File: config.mk
export PLATFORM = sky130hd
export DESIGN_NAME = tcp_tx_msg_poller
export DESIGN_NICKNAME = d
export VERILOG_FILES = /design/src/rtl/tcp_tx_tile_defs.sv /design/src/rtl/tcp_tx_msg_poller_ctrl.sv /design/src/rtl/tcp_tx_msg_poller_datap.sv /design/src/rtl/tcp_tx_msg_poller_rr_pick.sv /design/src/rtl/tcp_tx_msg_poller.sv
export SDC_FILE = /design/constraint.sdc
export NUM_CORES = 1
export LEC_CHECK = 0
export ABC_AREA = 0
export CELL_PAD_IN_SITES_DETAIL_PLACEMENT = 1
export CELL_PAD_IN_SITES_GLOBAL_PLACEMENT = 1
export CORE_MARGIN = 4
export CORE_UTILIZATION = 53
export DETAILED_ROUTE_END_ITERATION = 12
export PLACE_DENSITY_LB_ADDON = 0.1
export SYNTH_ARGS = -nofsm -noshare
export SYNTH_HDL_FRONTEND = slang
export SYNTH_SLANG_ARGS = --single-unit
File: constraint.sdc
create_clock -name clk -period 8.14 [get_ports clk]
set_input_delay 1.221 -clock clk [delete_from_list [all_inputs] [get_ports clk]]
set_output_delay 1.221 -clock clk [all_outputs]
set_load 0.005 [all_outputs]
File: src/rtl/tcp_tx_tile_defs.sv
// Shared TX tile definitions: widths, poller request entry and poller FSM states.
package tcp_tx_tile_defs;
    localparam int unsigned FLOWID_W         = 3;
    localparam int unsigned TX_PAYLOAD_PTR_W = 4;
    localparam int unsigned XY_WIDTH         = 8;
    localparam int unsigned NOC_FBITS_WIDTH  = 4;

    typedef struct packed {
        logic [TX_PAYLOAD_PTR_W-1:0] len;
        logic [XY_WIDTH-1:0]         dst_x;
        logic [XY_WIDTH-1:0]         dst_y;
        logic [NOC_FBITS_WIDTH-1:0]  dst_fbits;
    } poller_req_struct;

    typedef enum logic [1:0] {StIdle, StRdReq, StRdResp, StMetaOut} poller_state_e;

    // Pointers carry one extra wrap bit, so occupancy is a plain modular difference.
    function automatic logic [TX_PAYLOAD_PTR_W:0] tx_free_space(
        input logic [TX_PAYLOAD_PTR_W:0] head,
        input logic [TX_PAYLOAD_PTR_W:0] tail
    );
        logic [TX_PAYLOAD_PTR_W:0] used;
        used = tail - head;
        return {1'b1, {TX_PAYLOAD_PTR_W{1'b0}}} - used;
    endfunction
endpackage

File: src/rtl/tcp_tx_msg_poller_ctrl.sv
// Poller control FSM: pointer read handshake, meta handshake and round-robin pointer.
module tcp_tx_msg_poller_ctrl
    import tcp_tx_tile_defs::*;
#(
    parameter int unsigned NUM_FLOWS = 1 << FLOWID_W
) (
    input  logic                clk,
    input  logic                rst,
    input  logic                any_val,
    input  logic [FLOWID_W-1:0] picked,
    input  logic                ptr_rd_req_rdy,
    input  logic                ptr_rd_resp_val,
    input  logic                fits,
    input  logic                meta_rdy,
    output logic [FLOWID_W-1:0] cur_flow,
    output logic [FLOWID_W-1:0] rr_ptr,
    output logic                rd_req_val,
    output logic                rd_resp_rdy,
    output logic                meta_val,
    output logic                resp_take,
    output logic                meta_done
);
    localparam logic [FLOWID_W-1:0] FLOW_MASK = FLOWID_W'(NUM_FLOWS - 1);

    poller_state_e       state_q, state_d;
    logic [FLOWID_W-1:0] cur_flow_q, cur_flow_d;
    logic [FLOWID_W-1:0] rr_ptr_q, rr_ptr_d;
    logic [FLOWID_W-1:0] next_flow;

    assign next_flow = (cur_flow_q + FLOWID_W'(1)) & FLOW_MASK;
    assign cur_flow  = cur_flow_q;
    assign rr_ptr    = rr_ptr_q;

    always_ff @(posedge clk or negedge rst) begin
        if (!rst) begin
            state_q    <= StIdle;
            cur_flow_q <= '0;
            rr_ptr_q   <= '0;
        end else begin
            state_q    <= state_d;
            cur_flow_q <= cur_flow_d;
            rr_ptr_q   <= rr_ptr_d;
        end
    end

    always_comb begin
        state_d     = state_q;
        cur_flow_d  = cur_flow_q;
        rr_ptr_d    = rr_ptr_q;
        rd_req_val  = 1'b0;
        rd_resp_rdy = 1'b0;
        meta_val    = 1'b0;
        resp_take   = 1'b0;
        meta_done   = 1'b0;
        case (state_q)
            StIdle: begin
                if (any_val) begin
                    cur_flow_d = picked;
                    state_d    = StRdReq;
                end
            end
            StRdReq: begin
                rd_req_val = 1'b1;
                if (ptr_rd_req_rdy) state_d = StRdResp;
            end
            StRdResp: begin
                rd_resp_rdy = 1'b1;
                if (ptr_rd_resp_val) begin
                    resp_take = 1'b1;
                    if (fits) begin
                        state_d = StMetaOut;
                    end else begin
                        // Entry stays pending; move on so other flows are not starved.
                        rr_ptr_d = next_flow;
                        state_d  = StIdle;
                    end
                end
            end
            StMetaOut: begin
                meta_val = 1'b1;
                if (meta_rdy) begin
                    meta_done = 1'b1;
                    rr_ptr_d  = next_flow;
                    state_d   = StIdle;
                end
            end
            default: state_d = StIdle;
        endcase
    end
endmodule

File: src/rtl/tcp_tx_msg_poller_datap.sv
// Poller datapath: per-flow request table, pending bits, tail register, free-space test.
module tcp_tx_msg_poller_datap
    import tcp_tx_tile_defs::*;
#(
    parameter int unsigned NUM_FLOWS = 1 << FLOWID_W
) (
    input  logic                        clk,
    input  logic                        rst,
    input  logic                        req_val,
    input  logic [FLOWID_W-1:0]         req_flowid,
    input  poller_req_struct            req_entry,
    output logic                        req_rdy,
    input  logic                        meta_done,
    input  logic [FLOWID_W-1:0]         cur_flow,
    input  logic                        resp_take,
    input  logic [TX_PAYLOAD_PTR_W:0]   resp_head,
    input  logic [TX_PAYLOAD_PTR_W:0]   resp_tail,
    output logic [NUM_FLOWS-1:0]        pending,
    output logic                        fits,
    output logic [TX_PAYLOAD_PTR_W:0]   base_ptr,
    output poller_req_struct            cur_entry
);
    logic [NUM_FLOWS-1:0]      pending_q;
    poller_req_struct          entry_q [NUM_FLOWS];
    logic [TX_PAYLOAD_PTR_W:0] tail_q;
    logic                      req_we;

    // Held low in reset so no request is taken while the table is being cleared.
    assign req_rdy   = rst & ~pending_q[req_flowid];
    assign req_we    = req_val & req_rdy;
    assign pending   = pending_q;
    assign cur_entry = entry_q[cur_flow];
    assign base_ptr  = tail_q;
    assign fits      = tx_free_space(resp_head, resp_tail) >= {1'b0, cur_entry.len};

    always_ff @(posedge clk or negedge rst) begin
        if (!rst) begin
            pending_q <= '0;
            tail_q    <= '0;
            for (int unsigned i = 0; i < NUM_FLOWS; i++) entry_q[i] <= '0;
        end else begin
            if (req_we) begin
                entry_q[req_flowid]   <= req_entry;
                pending_q[req_flowid] <= 1'b1;
            end
            if (meta_done) pending_q[cur_flow] <= 1'b0;
            if (resp_take) tail_q <= resp_tail;
        end
    end
endmodule

File: src/rtl/tcp_tx_msg_poller_rr_pick.sv
// Round-robin picker: first pending flow at or after rr_ptr, wrapping.
module tcp_tx_msg_poller_rr_pick
    import tcp_tx_tile_defs::*;
#(
    parameter int unsigned NUM_FLOWS = 1 << FLOWID_W
) (
    input  logic [NUM_FLOWS-1:0] pending,
    input  logic [FLOWID_W-1:0]  rr_ptr,
    output logic                 any_val,
    output logic [FLOWID_W-1:0]  picked
);
    localparam logic [FLOWID_W-1:0] FLOW_MASK = FLOWID_W'(NUM_FLOWS - 1);

    always_comb begin
        logic [FLOWID_W-1:0] idx;
        any_val = 1'b0;
        picked  = '0;
        idx     = '0;
        for (int unsigned i = 0; i < NUM_FLOWS; i++) begin
            idx = (rr_ptr + FLOWID_W'(i)) & FLOW_MASK;
            if (!any_val && pending[idx]) begin
                any_val = 1'b1;
                picked  = idx;
            end
        end
    end
endmodule

File: src/rtl/tcp_tx_msg_poller.sv
// TX message poller: scans pending buffer requests and emits metadata once space is free.
module tcp_tx_msg_poller
    import tcp_tx_tile_defs::*;
#(
    parameter int unsigned NUM_FLOWS = 1 << FLOWID_W
) (
    input  logic                          clk,
    input  logic                          rst,
    input  logic                          app_poller_req_val,
    input  logic [FLOWID_W-1:0]           app_poller_req_flowid,
    input  logic [TX_PAYLOAD_PTR_W-1:0]   app_poller_req_len,
    input  logic [XY_WIDTH-1:0]           app_poller_req_dst_x,
    input  logic [XY_WIDTH-1:0]           app_poller_req_dst_y,
    input  logic [NOC_FBITS_WIDTH-1:0]    app_poller_req_dst_fbits,
    output logic                          poller_app_req_rdy,
    output logic                          poller_ptr_rd_req_val,
    output logic [FLOWID_W-1:0]           poller_ptr_rd_req_flowid,
    input  logic                          ptr_poller_rd_req_rdy,
    input  logic                          ptr_poller_rd_resp_val,
    input  logic [TX_PAYLOAD_PTR_W:0]     ptr_poller_rd_resp_head,
    input  logic [TX_PAYLOAD_PTR_W:0]     ptr_poller_rd_resp_tail,
    output logic                          poller_ptr_rd_resp_rdy,
    output logic                          poller_msg_noc_if_meta_val,
    output logic [FLOWID_W-1:0]           poller_msg_noc_if_flowid,
    output logic [TX_PAYLOAD_PTR_W:0]     poller_msg_noc_if_base_ptr,
    output logic [TX_PAYLOAD_PTR_W-1:0]   poller_msg_noc_if_len,
    output logic [XY_WIDTH-1:0]           poller_msg_noc_if_dst_x,
    output logic [XY_WIDTH-1:0]           poller_msg_noc_if_dst_y,
    output logic [NOC_FBITS_WIDTH-1:0]    poller_msg_noc_if_dst_fbits,
    input  logic                          noc_if_poller_msg_meta_rdy
);
    poller_req_struct      req_entry;
    poller_req_struct      cur_entry;
    logic [NUM_FLOWS-1:0]  pending;
    logic                  any_val;
    logic [FLOWID_W-1:0]   picked;
    logic [FLOWID_W-1:0]   rr_ptr;
    logic [FLOWID_W-1:0]   cur_flow;
    logic                  fits;
    logic                  resp_take;
    logic                  meta_done;

    assign req_entry = '{len:       app_poller_req_len,
                         dst_x:     app_poller_req_dst_x,
                         dst_y:     app_poller_req_dst_y,
                         dst_fbits: app_poller_req_dst_fbits};

    assign poller_ptr_rd_req_flowid    = cur_flow;
    assign poller_msg_noc_if_flowid    = cur_flow;
    assign poller_msg_noc_if_len       = cur_entry.len;
    assign poller_msg_noc_if_dst_x     = cur_entry.dst_x;
    assign poller_msg_noc_if_dst_y     = cur_entry.dst_y;
    assign poller_msg_noc_if_dst_fbits = cur_entry.dst_fbits;

    tcp_tx_msg_poller_rr_pick #(.NUM_FLOWS(NUM_FLOWS)) u_rr_pick (
        .pending (pending),
        .rr_ptr  (rr_ptr),
        .any_val (any_val),
        .picked  (picked)
    );

    tcp_tx_msg_poller_ctrl #(.NUM_FLOWS(NUM_FLOWS)) u_ctrl (
        .clk             (clk),
        .rst             (rst),
        .any_val         (any_val),
        .picked          (picked),
        .ptr_rd_req_rdy  (ptr_poller_rd_req_rdy),
        .ptr_rd_resp_val (ptr_poller_rd_resp_val),
        .fits            (fits),
        .meta_rdy        (noc_if_poller_msg_meta_rdy),
        .cur_flow        (cur_flow),
        .rr_ptr          (rr_ptr),
        .rd_req_val      (poller_ptr_rd_req_val),
        .rd_resp_rdy     (poller_ptr_rd_resp_rdy),
        .meta_val        (poller_msg_noc_if_meta_val),
        .resp_take       (resp_take),
        .meta_done       (meta_done)
    );

    tcp_tx_msg_poller_datap #(.NUM_FLOWS(NUM_FLOWS)) u_datap (
        .clk        (clk),
        .rst        (rst),
        .req_val    (app_poller_req_val),
        .req_flowid (app_poller_req_flowid),
        .req_entry  (req_entry),
        .req_rdy    (poller_app_req_rdy),
        .meta_done  (meta_done),
        .cur_flow   (cur_flow),
        .resp_take  (resp_take),
        .resp_head  (ptr_poller_rd_resp_head),
        .resp_tail  (ptr_poller_rd_resp_tail),
        .pending    (pending),
        .fits       (fits),
        .base_ptr   (poller_msg_noc_if_base_ptr),
        .cur_entry  (cur_entry)
    );
endmodule

==> impl_metrics.toml, run 1 <==
[outcome]
status = "complete, no violations"

[placed_design]
placedInstanceArea_sq_um = 11800
numPortBuffers = 81
preCtsSetupSlack_ns = 3.52
dpl.hpwl_um = 17600
gp_congestion = 0.811

[pwr]
total_leakage_power_nw = 5.44
power_density_nw_per_um2 = 435
irDropWorstVdd_v = 0.000238

[sta]
timing.final.crit_share = 0.617
final_critical_path_setup_slack_ns = 3.12
maxSlewViolCount = 0
fmaxAchievable_mhz = 199
timing.setup.tns_ns = 0
max_slew.worst_pin.slew_ns = 1.27
setup_viol = 0
finalHoldViolCount = 0
setup_repair_after_global_routing_missed_its_margin = "no"
hold_slack_ns = 0.485
finalWorstPathRequiredPeriod_ns = 5.02
max_slew_margin = 0.150
skew_ns = 0.00934

[synthesis]
synthesis.yosys.warnings = 0
netlist_top_cells_count = "sky130_fd_sc_hd__dfrtp_1 (213), sky130_fd_sc_hd__mux2_2 (203), sky130_fd_sc_hd__nand2_1 (51)"
yosysTopAreaCell = "sky130_fd_sc_hd__dfrtp_1"
synth-seq-area-share = 0.488
synthFlopType = "sky130_fd_sc_hd__dfrtp_1"
async_reset_ff_frac = 1.00
synth_most_common_cell = "sky130_fd_sc_hd__dfrtp_1"
synthesis.area_sq_um = 10900
synthTopCellsByArea = "sky130_fd_sc_hd__dfrtp_1 (49%), sky130_fd_sc_hd__mux2_2 (21%), sky130_fd_sc_hd__mux4_2 (6.2%)"
synthesis.area_per_instance_sq_um = 13.2
synth.net_count = 886
synthDistinctLibCells = 59
synth_top_area_frac = 0.488
post_synthesis_sequential_element_count = 213
synthesis.instances = 828
number_of_enable_flip_flop_cells_after_synthesis = 0

[clock_tree]
cts_tree = "done"
cts-buffers-inserted = 24
post-cts-setup-buffers = 0
cts.reportedPaths.clkPinSlew_ns = 0.06
number_of_buffers_on_the_longest_clock_path = 3
cts_hold_buf = 0
post_cts.resized_instances = 0
root_buffer = "sky130_fd_sc_hd__clkbuf_16"
cts_sinks = 213
clkLatencyLatePin_ns = 0.51
clock_tree.htree_level_count = 1

[worst_setup_path]
worstPathMaxFanout = 35
worstRegToRegCells = 11
start_kind = "register"
timing.critical_path.mode_cell = "sky130_fd_sc_hd__o21ai_0"
critPathRequiredTime_ns = 6.92
critical-path-slowest-cell = "sky130_fd_sc_hd__dfrtp_2"
setup.worst_path.end_class = "output pin"
criticalPathCategory = "register to output pin"
cp_slowest_stage_delay_ns = 0.92
crit_path_cell_trace = "buf_4 > and2_1 > nand2_1 > o21ai_0 > o21ai_0 > o21ai_0 > clkdlybuf4s50_1"
cp_data_arrival_time_ns = 3.80

[global_route]
grt_start_max_net_pins = 79
grt_pass1_wl_um = 47200
grt_antenna_before_repair = 0
global_route.usage.total = 0.265
grt.overflow.total = 0
first_global_vias = 8197

[floorplanning]
ioPinCount = 82
fp.dieArea_sq_um = 23000
die_w_um = 152
initial_utilization = 0.540
core.rowCount = 52
die_h_um = 152
core_sq_um = 20200

[worst_hold_path]
holdPathStages = 1
hold_path_class = "register to register"

[layout]
antennaDiodeCount = 0
stdcell_area_sq_um = 12600
num-nets-final = 947
flow.area_growth_from_synthesis_pct = 15.5
drive_above_1_share = 0.333

[route]
average_vias_per_placed_instance = 6.18
detail_route.first_pass.iterations = 5
wire_per_inst_um = 25.3
first_iter_violations = 386
postRouteAntennaNets = 0
post-route-drc-count = 0
drt_wl_total_um = 29800
routed-via-count = 7270

[flow_run]
drv.max_cap_violation_count = 0
## cell type report
| type | instances | area, sq um |
|---|---|---|
| clock buffers | 35 | 713 |
| clock inverters | 9 | 76.3 |
| inverters | 18 | 67.6 |
| flip-flops and latches | 213 | 5330 |
| multi-input cells | 541 | 5190 |
| fillers | 1948 | 7620 |
| repair buffers | 91 | 890 |
| well taps | 270 | 338 |
## final timing paths
path / slack (ns) / endpoint / from
hold / removal: 0.49 / u_datap.entry_q[123] / u_datap.entry_q[123]
max in group asynchronous: 5.86 / u_ctrl.cur_flow[0] / rst
setup / recovery: 3.12 / poller_msg_noc_if_dst_x[2] / u_ctrl.cur_flow[2]
min in group asynchronous: 0.72 / u_datap.base_ptr[0] / rst
hold reg to reg: 0.49 / u_datap.entry_q[123] / u_datap.entry_q[123]
setup reg to reg: 3.78 / u_ctrl.rr_ptr[1] / u_ctrl.cur_flow[2]
## flip-flops by register name (all words and copies together) (netlist names)
name / cells
u_datap.pending: 8
u_ctrl.cur_flow: 3
u_ctrl.state_q: 2
u_datap.entry_q: 192
u_ctrl.rr_ptr: 3
u_datap.base_ptr: 5
## cells in the final DEF, fill, tap and decap left out, drive strengths merged, types with 3 or more instances in the layout
cell type,instances
o221ai,7
buf,10
nand3b,3
xnor2,7
mux2,220
and2,6
a21oi,19
nand3,6
mux2i,32
nand2b,4
nor2,40
inv,17
nand2,51
and3,3
clkdlybuf4s50,80
a22oi,8
ha,14
a211oi,3
nor2b,6
mux4,30
a21o,5
clkbuf,36
a31oi,4
clkinv,8
a221oi,17
dfrtp,213
o32a,6
o22ai,7
o21ai,21
## power breakdown
group	switching, mW	leakage (nW)	internal [mW]
Sequential	0.396	2.65	1.53
Clock	0.437	0.392	0.640
Combinational	1.16	2.40	1.33
Total	1.99	5.44	3.50
## metal layers
layer / GRT usage / part of all wire / wire [um]
met5: 0 / 0 / 0
met4: 0.0809 / 0.028 / 835
met3: 0.0381 / 0.046 / 1360
met2: 0.453 / 0.50 / 14900
met1: 0.354 / 0.43 / 12700
## logic make-up after synthesis
group           count (synthesis)  synth area share
xor+xnor                        8           0.00710
mux                           282             0.319
flops                         213             0.488
simple gates                  125            0.0597
compound gates                111            0.0718
fa+ha+maj                      15            0.0179
buf+inv                        74            0.0361
## metrics by stage
step / utilization / instances / total power, mW
after global routing: 0.623 / 1177 / 5.83
final: 0.623 / 1177 / 5.49
after CTS: 0.623 / 1177 / 5.51
after detailed placement: 0.584 / 1133 / 4.38
after global placement: 0.584 / 1133 / 4.21
after floorplan: - / 828 / 3.49
## worst max-delay path, delay by kind of cell, from the launching register on
family / cells / cell delay [ns]
compound gates: 3 / 0.43
flops: 1 / 0.92
buf+inv: 2 / 1.15
simple gates: 2 / 0.78
Power figures use the tool's default switching activity.
==> run 2, diff against run 1 <==
Settings changed: CORE_UTILIZATION 53 to 44.
Clock period 8.14 ns to 4.4 ns, I/O delays scaled along.
==> run 2 against run 1 <==
Compared with the run above:
- clock skew down 0.0026 ns
- routed wire length down 1.0%
- critical path type unchanged
- sequential power up 83%
- largest power group unchanged
- first-iteration DRC count up 3.4%
==> impl_metrics.toml, run 2 (same netlist as run 1, synthesis figures left out) <==
[worst_hold_path]
hold_path_class = "primary input to asynchronous set/reset pin"

[placed_design]
dpl.hpwl_um = 19300
numPortBuffers = 81
gp_congestion = 0.788

[layout]
most-common-layout-cells = "sky130_fd_sc_hd__dfrtp_1 (210), sky130_fd_sc_hd__mux2_2 (203), sky130_fd_sc_hd__clkdlybuf4s50_1 (80)"
area_of_combinational_cells_with_multiple_inputs_sq_um = 5190
largest_register = "u_datap.entry_q"
drive_above_1_share = 0.347
num-nets-final = 965
largest_register_ffs = 192
register_cell_area_after_layout_sq_um = 5330
number_of_filler_cells_placed_in_the_layout = 2450
flow.area_growth_from_synthesis_pct = 17.9
layout.cells.most_common = "sky130_fd_sc_hd__dfrtp_1"

[clock_tree]
cts_sinks = 213
number_of_buffers_on_the_longest_clock_path = 3
clock_tree.htree_level_count = 1
cts_tree = "done"
root_buffer = "sky130_fd_sc_hd__clkbuf_16"
post_cts.resized_instances = 0
cts-buffers-inserted = 24
cts.reportedPaths.clkPinSlew_ns = 0.06
post-cts-setup-buffers = 0
clkLatencyLatePin_ns = 0.51
cts_hold_buf = 0

[sta]
finalHoldViolCount = 0
fmaxAchievable_mhz = 258
maxSlewViolCount = 0
max_slew.worst_pin.slew_ns = 1.04
timing.final.crit_share = 0.879
max_slew_margin = 0.308
timing.setup.tns_ns = 0
setup_viol = 0
setup_repair_after_global_routing_missed_its_margin = "no"
skew_ns = 0.00674
finalWorstPathRequiredPeriod_ns = 3.87

[pwr]
power.total_mw = 10.2
irDropWorstVdd_v = 0.000358
power_density_nw_per_um2 = 795
total_leakage_power_nw = 5.55

[worst_setup_path]
critPathRequiredTime_ns = 3.74
timing.critical_path.mode_cell = "sky130_fd_sc_hd__buf_4"
setup.worst_path.end_class = "output pin"
cp_data_arrival_time_ns = 3.21
reg2reg_slack_ns = 0.86
critical_path_cell_count = 7
critPathTopFamily = "buffers and inverters"
r2r-start = "u_ctrl.cur_flow[0]"
reg2reg_to = "u_ctrl.rr_ptr[1]"
crit_path_cell_trace = "buf_4 > nor2_1 > buf_4 > a22o_1 > a221oi_1 > inv_1 > clkdlybuf4s50_1"
crit_end = "poller_msg_noc_if_len[3]"
start_kind = "register"
setup.worst_path.start = "u_ctrl.cur_flow[2]"
worstPathMaxFanout = 24
worstRegToRegCells = 12
criticalPathCategory = "register to output pin"
critical-path-slowest-cell = "sky130_fd_sc_hd__dfrtp_2"
cp_slowest_stage_delay_ns = 0.75
critical_path.n_buffers_inverters = 4

[flow_run]
drv.max_cap_violation_count = 0

[route]
average_vias_per_placed_instance = 5.78
postRouteAntennaNets = 0
routed-via-count = 7224
wire_per_inst_um = 23.6
post-route-drc-count = 0
drt_wl_total_um = 29500
detail_route.first_pass.iterations = 4
first_iter_violations = 399

[global_route]
first_global_vias = 8111
grt_antenna_before_repair = 0
grt_pass1_wl_um = 46700
grt_start_max_net_pins = 85
grt.overflow.total = 0
global_route.usage.total = 0.220

[floorplanning]
die_h_um = 166
die_w_um = 166
core.rowCount = 57
initial_utilization = 0.448
fp.dieArea_sq_um = 27400
core_sq_um = 24400
ioPinCount = 82

[outcome]
status = "complete, no violations"
run 2: how the worst min path moves through the flow:
stage                         start              endpoint  cells past startpoint
3_3_place_gp   u_datap.entry_q[136]  u_datap.entry_q[136]                      1
3_5_place_dp   u_datap.entry_q[124]  u_datap.entry_q[124]                      1
6_report                        rst   u_datap.entry_q[35]                      1
4_1_cts                         rst   u_datap.entry_q[35]                      1
5_1_grt                         rst   u_datap.entry_q[35]                      1
2_1_floorplan                   rst    u_ctrl.cur_flow[0]                      0
run 2: where the power goes:
| part | internal, mW | switching (mW) |
|---|---|---|
| sequential | 2.83 | 0.695 |
| clock | 1.23 | 0.786 |
| combinational | 2.52 | 2.17 |
| total | 6.58 | 3.65 |
run 2: metal layers:
metal  up-vias  wire (um)  global-route usage
met3        42       1090              0.0298
met1      3814      13100               0.293
li1       3219          -                   -
met4         0        652              0.0577
met5         -          0                   0
met2       149      14600               0.379
run 2: per-stage QoR:
stage / instance area (sq um) / cells / worst slack, ns / util / hold slack, ns
final: 12900 / 1250 / 0.530 / 0.528 / 0.108
after global placement: 12100 / 1205 / 0.798 / 0.494 / 0.462
after detailed placement: 12100 / 1205 / 0.650 / 0.494 / 0.477
after CTS: 12900 / 1249 / 0.472 / 0.528 / 0.119
after global routing: 12900 / 1249 / 0.340 / 0.528 / 0.144
after floorplan: 10900 / 828 / 1.02 / - / 0.364
run 2: layout make-up:
class,instances,area share
antenna,1,0.000194
inverter,18,0.00525
tap,324,0.0315
multi-input combinational,541,0.404
clock inverter,7,0.00515
sequential,213,0.414
clock buffer,37,0.0583
timing repair buffer,109,0.0816
==> run 3, diff against run 2 <==
Settings changed: CORE_UTILIZATION 44 to 49.
Clock period 4.4 ns to 4.3 ns, I/O delays scaled along.
==> run 3 against run 2 <==
Compared with the run above:
- global-route usage is 2.1 points higher
- routed wire length hardly changed
- worst hold slack better by 0.37 ns
- first-iteration DRC count is 3.0% higher
- design area hardly changed
==> impl_metrics.toml, run 3 (same netlist as run 1, synthesis figures left out) <==
[clock_tree]
cts-buffers-inserted = 24
clock_tree.htree_level_count = 1
cts.reportedPaths.clkPinSlew_ns = 0.06
cts_tree = "done"
root_buffer = "sky130_fd_sc_hd__clkbuf_16"
number_of_buffers_on_the_longest_clock_path = 3
post_cts.resized_instances = 0
clkLatencyLatePin_ns = 0.53
cts_sinks = 213

[floorplanning]
fp.dieArea_sq_um = 24700
die_w_um = 157
initial_utilization = 0.499
ioPinCount = 82
die_h_um = 157
core.rowCount = 54
core_sq_um = 21900

[layout]
num-nets-final = 968
layout.cells.most_common = "sky130_fd_sc_hd__dfrtp_1"
flow.area_growth_from_synthesis_pct = 17.8
antennaDiodeCount = 0
largest_register = "u_datap.entry_q"
drive_above_1_share = 0.348
largest_register_ffs = 192
most-common-layout-cells = "sky130_fd_sc_hd__dfrtp_1 (210), sky130_fd_sc_hd__mux2_2 (203), sky130_fd_sc_hd__clkdlybuf4s50_1 (80)"
stdcell_area_sq_um = 12900

[pwr]
power_density_nw_per_um2 = 818
power.share.clock = 0.199
irDropWorstVdd_v = 0.000470
pwr-share-seq = 0.341
total_leakage_power_nw = 5.56
intPower_mw = 6.75
total_switching_power_mw = 3.77
power_share_of_the_combinational_group = 0.460
switching_share = 0.358

[route]
routed-via-count = 7335
wire_per_inst_um = 24.4
first_iter_violations = 411
detail_route.first_pass.iterations = 4
post-route-drc-count = 0
average_vias_per_placed_instance = 6.07
postRouteAntennaNets = 0
drt_wl_total_um = 29500

[sta]
finalHoldViolCount = 0
fmaxAchievable_mhz = 270
max_slew.worst_pin.slew_ns = 1.40
maxSlewViolCount = 0
setup_viol = 0
skew_ns = 0.0203
finalWorstPathRequiredPeriod_ns = 3.70
timing.setup.tns_ns = 0
timing.final.crit_share = 0.861
setup_repair_after_global_routing_missed_its_margin = "no"
max_slew_margin = 0.0699

[placed_design]
dpl.hpwl_um = 18700
numPortBuffers = 81
gp_congestion = 0.801
placedInstanceArea_sq_um = 12000

[worst_setup_path]
criticalPathCategory = "register to output pin"
worstPathMaxFanout = 20
setup.worst_path.end_class = "output pin"
critPathRequiredTime_ns = 3.65
cp_data_arrival_time_ns = 3.06
start_kind = "register"

[global_route]
grt_antenna_before_repair = 1
first_global_vias = 8075
grt.overflow.total = 0
global_route.usage.total = 0.241
grt_pass1_wl_um = 46600
grt_start_max_net_pins = 213

[worst_hold_path]
hold_path_class = "register to register"

[outcome]
status = "complete, no violations"

[flow_run]
drv.max_cap_violation_count = 0
-- run 3: cell types whose count changed in the layout (fill, tap and decap cells not counted) --
cell / previous run / this run
sky130_fd_sc_hd__clkinvlp_4: 0 / 2
sky130_fd_sc_hd__clkinv_16: 0 / 1
sky130_fd_sc_hd__clkinv_4: 0 / 1
sky130_fd_sc_hd__clkbuf_16: 25 / 24
sky130_fd_sc_hd__clkbuf_8: 9 / 7
sky130_fd_sc_hd__buf_4: 26 / 27
sky130_fd_sc_hd__diode_2: 1 / 0
sky130_fd_sc_hd__dlygate4sd3_1: 0 / 1
sky130_fd_sc_hd__clkinv_2: 5 / 4
sky130_fd_sc_hd__inv_8: 1 / 0
sky130_fd_sc_hd__bufinv_16: 1 / 2
sky130_fd_sc_hd__buf_12: 2 / 3
-- run 3: what timing repair did --
action                                  in CTS  in global routing
setup buffers                                0                  0
hold buffers                                 1                  0
endpoints found under the setup margin       0                  0
endpoints found under the hold margin        1                  0
-- run 3: routing by layer --
layer,vias up,GRT usage,routed length (um)
li1,3215,-,-
met1,3905,0.329,13000
met2,169,0.415,14800
met3,44,0.0368,1260
met4,2,0.0451,510
met5,-,0,13
-- run 3: power by group through the flow --
stage               Sequential (mW)  Clock [mW]  Combinational [mW]
floorplan                      3.27           0                3.34
global placement               3.51           0                4.66
detailed placement             3.60           0                4.83
CTS                            3.58        2.14                4.88
global route                   3.70        2.23                5.26
finish                         3.59        2.10                4.84
-- run 3: path summary, 6_finish.rpt --
kind,startpoint,to,slack (ns),cells past startpoint
min in group asynchronous,rst,u_ctrl.cur_flow[2],0.50,2
min reg2reg,u_datap.base_ptr[3],u_datap.base_ptr[3],0.48,2
max reg2reg,u_ctrl.cur_flow[2],u_ctrl.rr_ptr[1],0.76,12
max in group asynchronous,rst,u_datap.entry_q[135],2.36,3
min,u_datap.base_ptr[3],u_datap.base_ptr[3],0.48,2
max,u_ctrl.cur_flow[1],poller_msg_noc_if_len[3],0.60,7
-- run 3: layout make-up --
cell class                 count  area [sq um]
clock buffer                  34           698
timing repair buffer         112          1090
tap                          280           350
fill                        2172          9020
inverter                      18          67.6
clock inverter                10           134
sequential                   213          5330
multi-input combinational    541          5190
-- run 3: critical path: stages (launching register included) --
cell                              delay [ns]
sky130_fd_sc_hd__dfrtp_2                0.64
sky130_fd_sc_hd__buf_4                  0.42
sky130_fd_sc_hd__nor2b_1                0.17
sky130_fd_sc_hd__buf_4                  0.19
sky130_fd_sc_hd__a22o_1                 0.17
sky130_fd_sc_hd__a221oi_1               0.42
sky130_fd_sc_hd__inv_1                  0.07
sky130_fd_sc_hd__clkdlybuf4s50_1        0.45
-- run 3: per-stage QoR --
stage	util	worst slack, ns	total power [mW]	instances	hold slack (ns)
final	0.588	0.597	10.5	1208	0.483
after global routing	0.588	0.404	11.2	1208	0.493
after CTS	0.588	0.558	10.6	1208	0.487
after detailed placement	0.549	0.644	8.43	1163	0.460
after global placement	0.549	0.716	8.16	1163	0.462
after floorplan	-	0.916	6.61	828	0.349
